===== src/rtl/hazard_scheduler.sv =====
// Interlock and forwarding scheduler for a five-stage MIPS pipeline.
// Tracks the EX/MEM destinations in flight and drives stall, bubble, flush, forward and event counters.
module hazard_scheduler #(
    parameter int CNT_W = 16
) (
    input  logic             clk,
    input  logic             rst,
    input  logic             id_valid,
    input  logic [4:0]       id_rs,
    input  logic [4:0]       id_rt,
    input  logic             id_use_rs,
    input  logic             id_use_rt,
    input  logic             id_wreg,
    input  logic             id_m2reg,
    input  logic [4:0]       id_dst,
    input  logic             id_branch_taken,
    input  logic             mem_busy,
    output logic             pc_wen,
    output logic             ifid_wen,
    output logic             ifid_flush,
    output logic             idex_bubble,
    output logic             pipe_freeze,
    output logic [1:0]       fwda,
    output logic [1:0]       fwdb,
    output logic [CNT_W-1:0] load_stall_cnt,
    output logic [CNT_W-1:0] flush_cnt,
    output logic [CNT_W-1:0] freeze_cnt
);

    logic             ex_v_q,    ex_v_d;
    logic             ex_wreg_q, ex_wreg_d;
    logic             ex_m2reg_q, ex_m2reg_d;
    logic [4:0]       ex_dst_q,  ex_dst_d;
    logic             mem_v_q,    mem_v_d;
    logic             mem_wreg_q, mem_wreg_d;
    logic             mem_m2reg_q, mem_m2reg_d;
    logic [4:0]       mem_dst_q,  mem_dst_d;
    logic [CNT_W-1:0] load_stall_cnt_q, load_stall_cnt_d;
    logic [CNT_W-1:0] flush_cnt_q, flush_cnt_d;
    logic [CNT_W-1:0] freeze_cnt_q, freeze_cnt_d;

    logic ex_hit_rs, ex_hit_rt, mem_hit_rs, mem_hit_rt;
    logic load_stall, issue;

    function automatic logic stage_hit(input logic v, input logic wreg,
                                       input logic [4:0] dst, input logic [4:0] r);
        return v & wreg & (dst == r) & (r != 5'd0);
    endfunction

    // A loading EX hit is never forwarded from EX; it either stalls or falls back to MEM.
    function automatic logic [1:0] fwd_sel(input logic use_r, input logic stall,
                                           input logic ex_h, input logic ex_ld,
                                           input logic mem_h, input logic mem_ld);
        logic [1:0] sel;
        sel = 2'b00;
        if (!use_r || stall) begin
            sel = 2'b00;
        end else if (ex_h && !ex_ld) begin
            sel = 2'b01;
        end else if (mem_h) begin
            sel = mem_ld ? 2'b11 : 2'b10;
        end else begin
            sel = 2'b00;
        end
        return sel;
    endfunction

    function automatic logic [CNT_W-1:0] sat_inc(input logic [CNT_W-1:0] c, input logic en);
        logic [CNT_W-1:0] r;
        if (en && (c != {CNT_W{1'b1}})) begin
            r = c + {{(CNT_W-1){1'b0}}, 1'b1};
        end else begin
            r = c;
        end
        return r;
    endfunction

    always_comb begin
        ex_hit_rs  = stage_hit(ex_v_q, ex_wreg_q, ex_dst_q, id_rs);
        ex_hit_rt  = stage_hit(ex_v_q, ex_wreg_q, ex_dst_q, id_rt);
        mem_hit_rs = stage_hit(mem_v_q, mem_wreg_q, mem_dst_q, id_rs);
        mem_hit_rt = stage_hit(mem_v_q, mem_wreg_q, mem_dst_q, id_rt);
        load_stall = id_valid & ((id_use_rs & ex_hit_rs) | (id_use_rt & ex_hit_rt)) & ex_m2reg_q;
        issue      = id_valid & ~load_stall;

        fwda = fwd_sel(id_use_rs, load_stall, ex_hit_rs, ex_m2reg_q, mem_hit_rs, mem_m2reg_q);
        fwdb = fwd_sel(id_use_rt, load_stall, ex_hit_rt, ex_m2reg_q, mem_hit_rt, mem_m2reg_q);

        pc_wen      = 1'b1;
        ifid_wen    = 1'b1;
        ifid_flush  = 1'b0;
        idex_bubble = 1'b0;
        pipe_freeze = 1'b0;
        if (mem_busy) begin
            pipe_freeze = 1'b1;
            pc_wen      = 1'b0;
            ifid_wen    = 1'b0;
        end else if (load_stall) begin
            pc_wen      = 1'b0;
            ifid_wen    = 1'b0;
            idex_bubble = 1'b1;
        end else begin
            ifid_flush  = id_valid & id_branch_taken;
        end

        ex_v_d      = ex_v_q;
        ex_wreg_d   = ex_wreg_q;
        ex_m2reg_d  = ex_m2reg_q;
        ex_dst_d    = ex_dst_q;
        mem_v_d     = mem_v_q;
        mem_wreg_d  = mem_wreg_q;
        mem_m2reg_d = mem_m2reg_q;
        mem_dst_d   = mem_dst_q;
        if (!mem_busy) begin
            mem_v_d     = ex_v_q;
            mem_wreg_d  = ex_wreg_q;
            mem_m2reg_d = ex_m2reg_q;
            mem_dst_d   = ex_dst_q;
            ex_v_d      = issue;
            ex_wreg_d   = id_wreg;
            ex_m2reg_d  = id_m2reg;
            ex_dst_d    = id_dst;
        end else begin
            ex_v_d      = ex_v_q;
        end

        load_stall_cnt_d = sat_inc(load_stall_cnt_q, load_stall & ~mem_busy);
        flush_cnt_d      = sat_inc(flush_cnt_q, ifid_flush);
        freeze_cnt_d     = sat_inc(freeze_cnt_q, mem_busy);
    end

    always_ff @(posedge clk) begin
        if (rst) begin
            ex_v_q           <= 1'b0;
            ex_wreg_q        <= 1'b0;
            ex_m2reg_q       <= 1'b0;
            ex_dst_q         <= 5'd0;
            mem_v_q          <= 1'b0;
            mem_wreg_q       <= 1'b0;
            mem_m2reg_q      <= 1'b0;
            mem_dst_q        <= 5'd0;
            load_stall_cnt_q <= {CNT_W{1'b0}};
            flush_cnt_q      <= {CNT_W{1'b0}};
            freeze_cnt_q     <= {CNT_W{1'b0}};
        end else begin
            ex_v_q           <= ex_v_d;
            ex_wreg_q        <= ex_wreg_d;
            ex_m2reg_q       <= ex_m2reg_d;
            ex_dst_q         <= ex_dst_d;
            mem_v_q          <= mem_v_d;
            mem_wreg_q       <= mem_wreg_d;
            mem_m2reg_q      <= mem_m2reg_d;
            mem_dst_q        <= mem_dst_d;
            load_stall_cnt_q <= load_stall_cnt_d;
            flush_cnt_q      <= flush_cnt_d;
            freeze_cnt_q     <= freeze_cnt_d;
        end
    end

    assign load_stall_cnt = load_stall_cnt_q;
    assign flush_cnt      = flush_cnt_q;
    assign freeze_cnt     = freeze_cnt_q;

endmodule


===== config.mk =====
export PLATFORM = sky130hd
export DESIGN_NAME = hazard_scheduler
export DESIGN_NICKNAME = d
export VERILOG_FILES = /design/src/rtl/hazard_scheduler.sv
export SDC_FILE = /design/constraint.sdc
export NUM_CORES = 1
export LEC_CHECK = 0
export CAP_MARGIN = 20
export CORE_MARGIN = 4
export CORE_UTILIZATION = 50
export CTS_CLUSTER_SIZE = 24
export DETAILED_ROUTE_END_ITERATION = 16
export GPL_TIMING_DRIVEN = 0
export PLACE_DENSITY = 0.8
export SYNTH_ARGS = -nofsm -noshare
export SYNTH_HDL_FRONTEND = slang
export SYNTH_SLANG_ARGS = --single-unit

===== constraint.sdc =====
create_clock -name clk -period 2.7 [get_ports clk]
set_input_delay 0.27 -clock clk [delete_from_list [all_inputs] [get_ports clk]]
set_output_delay 0.27 -clock clk [all_outputs]
set_load 0.03 [all_outputs]

==> impl_metrics.toml, run 1 <==
[yosys]
synth_ff_type = "dfxtp_1"
netlist_area_mm2 = 0.00339
ys_types = 51
synth_edf_count = 0
yosysWarnings = 0
syn_area_per_cell_um2 = 8.47
synth_nets = 427
synth-seq-cells = 64
syn-instance-count = 400
async_flop_share_pct = 0
yosysSeqAreaShare_pct = 37.8

[power]
power.internal_uw = 1590
p_sw_share_pct = 23.0
p_switching_uw = 473
p_total_uw = 2060
power_frac_comb_pct = 8.6
p_per_area_mw_per_mm2 = 451
pwr-share-seq_pct = 47.6
p_leak_uw = 0.00167
clkPwrFrac_pct = 43.7
peakVddDrop_mv = 0.256

[timing]
max_slew_margin_pct = 37.5
clock_skew_ps = 7.07
setup_viol = 0
tightest_slew_ps = 930
worst_slack_ps = 131
hold_viol_final = 0
post-route-min-period_ps = 2570
maxSlewViolCount = 0
rsz0062_at_grt = "false"
fmax_mhz = 389
period_share_pct = 95.2

[drt]
dr.pass1.iters = 4
vias = 3266
drt-vias-per-instance = 5.69
ant_nets = 0
wl_per_cell_um = 15.6
drc = 0
totalWireLength_um = 8950
drtIter0Drc = 161

[setup_path]
cpMaxStageDelayCell = "or4_1"
cpPeakStageDelay_ps = 540
start_kind = "input pin"
cp_top_family = "simple AND/OR/NAND/NOR gates"
end_kind = "output pin"
critPathKind = "input pin to output pin"
crit_chain = "dlygate4sd2_1 -> or4_1 -> nor2_2 -> nand4bb_1 -> and2_1 -> buf_6 -> buf_8 -> nand2_1 -> nor3b_2 -> buf_4"
critPathBufInv = 4
crit_fanout = 10
critPathRequiredTime_ps = 2430
arrival_ps = 2300

[clock_tree]
clock_insertion_delay_worst_skew_ps = 330
numCtsBuffers = 9
cts_max_path_buffers = 2
root_buffer = "clkbuf_8"
clock-sinks = 64
cts.clk_slew.worst_paths_ps = 70
cts_tree = "built"
htree_levels = 3

[die]
pin_count = 81
start_util_pct = 52.5
rows = 29
fp.dieW_um = 90.3
core_area_mm2 = 0.00646
die_area_mm2 = 0.00816
die_y_um = 90.3

[finish]
final_util_pct = 70.7
multi_input_area_mm2 = 0.00204
n_antenna_cell = 0
nets = 519
layout-drive-gt1-share_pct = 10.1
fill_cells = 559
area_growth_pct = 34.8
ff_latch_area_mm2 = 0.00129

[placement]
globalplace.congestion = 0.905
io_buffers = 80
dp_hpwl_um = 6680
dp_slack_ps = -860

[grt]
grt_max_degree = 11
globalRoute.totalOverflow = 0
grt_pass1_vias = 3282
grtUsageTotal_pct = 22.2
antenna_found_initial = 0
grt_first_pass_wirelength_um = 15200

[run]
maxCapViolations = 0

[outcome]
outcome = "completed"

[worst_hold_path]
hold_class = "register to register"
[area by class of cell]
type | count | share of cell area (%)
sequential | 64 | 28.2
timing repair buffer | 81 | 17.2
buffer | 19 | 2.71
clock buffer | 13 | 3.26
inverter | 6 | 0.493
tap | 77 | 2.11
clock inverter | 3 | 1.42
multi-input combinational | 311 | 44.6
[power groups by stage]
stage	sequential, uW	clock [uW]	combinational, uW
after floorplan	1000	0	89.1
after global placement	1000	0	173
after detailed placement	1000	0	176
after CTS	980	910	174
after global routing	983	948	194
final	981	901	178
[registers in the layout, summed over array words and instances (netlist names)]
name	cells
load_stall_cnt	16
mem_v_q	1
mem_wreg_q	1
ex_dst_q	5
freeze_cnt	16
ex_m2reg_q	1
flush_cnt	16
ex_wreg_q	1
mem_m2reg_q	1
ex_v_q	1
mem_dst_q	5
[layout by cell type, fill, tap and decap left out, types with 3 or more instances in the layout]
| master | netlist | routed |
|---|---|---|
| nor3_1 | 6 | 6 |
| dfxtp_1 | 64 | 60 |
| and2_1 | 4 | 4 |
| clkdlybuf4s50_1 | 0 | 62 |
| nand2b_1 | 5 | 5 |
| nor4_1 | 7 | 6 |
| ha_1 | 3 | 3 |
| nand3_1 | 23 | 23 |
| o21ai_1 | 3 | 3 |
| nor2b_1 | 12 | 12 |
| o31ai_1 | 9 | 9 |
| nor2_1 | 50 | 49 |
| and4_1 | 5 | 5 |
| buf_4 | 2 | 4 |
| or3_1 | 7 | 7 |
| a21oi_1 | 23 | 23 |
| mux2i_1 | 16 | 16 |
| xnor2_1 | 22 | 20 |
| dlygate4sd2_1 | 0 | 10 |
| and3_1 | 10 | 10 |
| or4_1 | 9 | 9 |
| inv_1 | 6 | 6 |
| buf_2 | 3 | 4 |
| mux2_2 | 3 | 3 |
| dfxtp_2 | 0 | 3 |
| nand4_1 | 15 | 15 |
| o21ai_0 | 4 | 4 |
| nand2_1 | 31 | 30 |
| clkbuf_1 | 10 | 10 |
| clkbuf_8 | 0 | 11 |
| xor2_1 | 19 | 19 |
[layer usage]
| layer | track usage (%) | share of wire (%) | vias to the layer above |
|---|---|---|---|
| met4 | 7.14 | 0.84 | 0 |
| met2 | 37.3 | 49 | 103 |
| met1 | 28.7 | 44 | 1543 |
| met5 | 0 | 0 | - |
| li1 | - | - | 1612 |
| met3 | 4.58 | 6.0 | 8 |
[timing repair]
| action | CTS | global route |
|---|---|---|
| hold endpoints to repair | 0 | 0 |
| hold buffers | 0 | 0 |
| endpoints found under the setup margin | 8 | 8 |
| resized for setup | 51 | 14 |
| buffers inserted | 1 | 0 |
| pin swaps | 2 | 2 |
[kinds of logic after synthesis]
kind of cell	after synthesis	share of synthesized area, %
DFF	64	37.8
and+or+nand+nor	193	29.9
AOI/OAI and AO/OA	53	10.8
xor gates and xnor gates	41	10.6
muxes	21	6.39
adders and majority gates	3	1.11
buffers and inverters	25	3.43
[worst register-to-register path: cells and delay by family, from the launching register on]
family	cells	cell delay [ps]
buffers and inverters	1	140
and+or+nand+nor	4	1210
muxes	1	350
DFF	1	480
[cell usage after synthesis, drive strengths merged, types with 2 or more instances]
library cell	number	area, um2
inv	6	22.5
xnor2	22	193
and3	10	62.6
o21ai	7	35.0
nand3	24	125
or3	7	43.8
nand2	31	116
dfxtp	64	1280
nand4	15	93.8
nor2	51	194
buf	8	48.8
nor4	7	43.8
o31ai	9	67.6
ha	3	37.5
or4	9	67.6
clkbuf	11	45.1
nor3	6	30.0
a21o	2	15.0
a2111oi	3	40.0
o2111ai	2	17.5
and2	4	25.0
mux2	5	56.3
nor2b	12	75.1
nand2b	5	31.3
mux2i	16	160
xor2	19	166
a21oi	23	115
and4	5	43.8
[per-stage QoR]
stage	instance area (um2)	hold WS (ps)	cells	setup TNS, ps
3_5_place_dp	4290	485	557	-7560
6_report	4570	491	574	0
2_1_floorplan	3390	414	400	0
5_1_grt	4570	514	574	0
4_1_cts	4520	498	574	0
3_3_place_gp	4290	475	557	-8040
[worst paths after layout]
| path | start | endpoint | depth (start not counted) | slack [ps] |
|---|---|---|---|---|
| worst max register to register | ex_m2reg_q | load_stall_cnt[10] | 6 | 420 |
| worst min-delay path | ex_v_q | ex_v_q | 2 | 490 |
| worst max-delay path | id_rt[0] | fwdb[1] | 10 | 130 |
| worst min register to register | ex_v_q | ex_v_q | 2 | 490 |
Note: power is estimated with default switching activity, not from simulation.
==> inputs of run 2 (changes only) <==
CTS_CLUSTER_DIAMETER = 50   (was not set)
==> results of run 2 <==
Same layout as run 1: the final DEF is identical, and so are final timing and power.
==> inputs of run 3 (changes only) <==
CORE_ASPECT_RATIO = 1.2   (was not set)
==> impl_metrics.toml, run 3 (synthesis gave the netlist of run 1 again) <==
[outcome]
outcome = "completed"

[clock_tree]
clock-sinks = 64
cts_tree = "built"
cts.clk_slew.worst_paths_ps = 70
clock_insertion_delay_worst_skew_ps = 340
root_buffer = "clkbuf_8"
numCtsBuffers = 9
htree_levels = 3
holdBufCountCts = 0
cts_max_path_buffers = 2

[timing]
clock_skew_ps = 8.47
hold_ws_ps = 491
hold_viol_final = 0
rsz0062_at_grt = "false"
post-route-min-period_ps = 2600
setup_viol = 0
fmax_mhz = 384
max_slew_margin_pct = 34.3
period_share_pct = 96.4
worst_slack_ps = 98.0
maxSlewViolCount = 0
tightest_slew_ps = 977

[setup_path]
critPathKind = "register to output pin"
crit_fanout = 10
start_kind = "register"
arrival_ps = 2330
critPathRequiredTime_ps = 2430
end_kind = "output pin"

[grt]
grt_pass1_vias = 3348
grtUsageTotal_pct = 22.3
grt_max_degree = 12
globalRoute.totalOverflow = 0
grt_first_pass_wirelength_um = 15200
antenna_found_initial = 0

[power]
peakVddDrop_mv = 0.272
p_total_uw = 2090
p_leak_uw = 0.00168
p_per_area_mw_per_mm2 = 458

[drt]
drc = 0
ant_nets = 0
dr.pass1.iters = 6
wl_per_cell_um = 15.8
totalWireLength_um = 9200
drt-vias-per-instance = 5.75
drtIter0Drc = 194
vias = 3348

[run]
maxCapViolations = 0

[die]
die_area_mm2 = 0.00816
fp.dieW_um = 83.1
pin_count = 81
rows = 32
core_area_mm2 = 0.00653
die_y_um = 98.2
start_util_pct = 51.9

[placement]
dp_cells = 565
placed_cell_area_mm2 = 0.00430
dp_slack_ps = -847
globalplace.congestion = 0.872
io_buffers = 80
dp_hpwl_um = 6930

[finish]
final_cell_mix = "clkdlybuf4s50_1, dfxtp_1, nor2_1"
nets = 519
layout-drive-gt1-share_pct = 10.5
layoutNonFillerInstCount = 582
fill_cells = 537
final_area_mm2 = 0.00456
area_growth_pct = 34.7
layout_commonest_cell = "clkdlybuf4s50_1"
n_antenna_cell = 0

[worst_hold_path]
hold_class = "register to register"
[run 3: cell types whose count changed in the layout (fill, tap and decap cells not counted), sizes merged]
cell | before | now
clkbuf | 25 | 22
buf | 12 | 14
clkinv | 1 | 3
dlygate4sd2 | 10 | 8
dlymetal6s2s | 2 | 3
[run 3: final timing paths]
| path | startpoint | to | slack, ps | cells past startpoint |
|---|---|---|---|---|
| max | ex_dst_q[0] | fwda[1] | 100 | 8 |
| min | ex_v_q | ex_v_q | 490 | 2 |
| max reg2reg | ex_dst_q[0] | load_stall_cnt[9] | 370 | 7 |
| min reg2reg | ex_v_q | ex_v_q | 490 | 2 |
[run 3: where the power goes]
group / switching [uW] / internal [uW]
sequential: 20.9 / 960
combinational: 95.3 / 80.1
clock: 368 / 569
[run 3: metrics by stage]
step	setup TNS, ps	util, %
after floorplan	0	-
after CTS	0	69.7
after detailed placement	-7760	65.8
final	0	69.9
after global placement	-6770	65.8
after global routing	0	69.9
[run 3: layer usage]
layer  part of all wire, %  wire length (um)  vias up  global-route usage [%]
met5                     0                 0        -                       0
met2                    51              4720      118                    40.6
met4                   1.5               140        0                    7.42
li1                      -                 -     1615                       -
met1                    42              3850     1600                    25.8
met3                   5.4               499       15                    4.64
[run 3: final cells by class]
cell class              count  area (um2)  area share (%)
plain buffers              19         124            2.71
inverters                   6        22.5           0.493
well taps                  85         106            2.33
flip-flops and latches     64        1290            28.2
clock buffers              11         151            3.32
clock inverters             5        78.8            1.73
multi-input cells         311        2010            44.1
repair buffers             81         785            17.2
[run 3: what timing repair did]
action | in CTS | in global routing
setup buffers | 1 | 0
resized for setup | 55 | 8
pin swaps | 1 | 0
setup endpoints to repair | 8 | 6
[run 3: critical path, cell delays in order (launching register included)]
cell	delay, ps
dfxtp_2	350
xnor2_1	180
nand4_1	140
or4b_4	560
and2_1	160
buf_6	140
buf_8	140
o2111a_1	150
buf_2	180
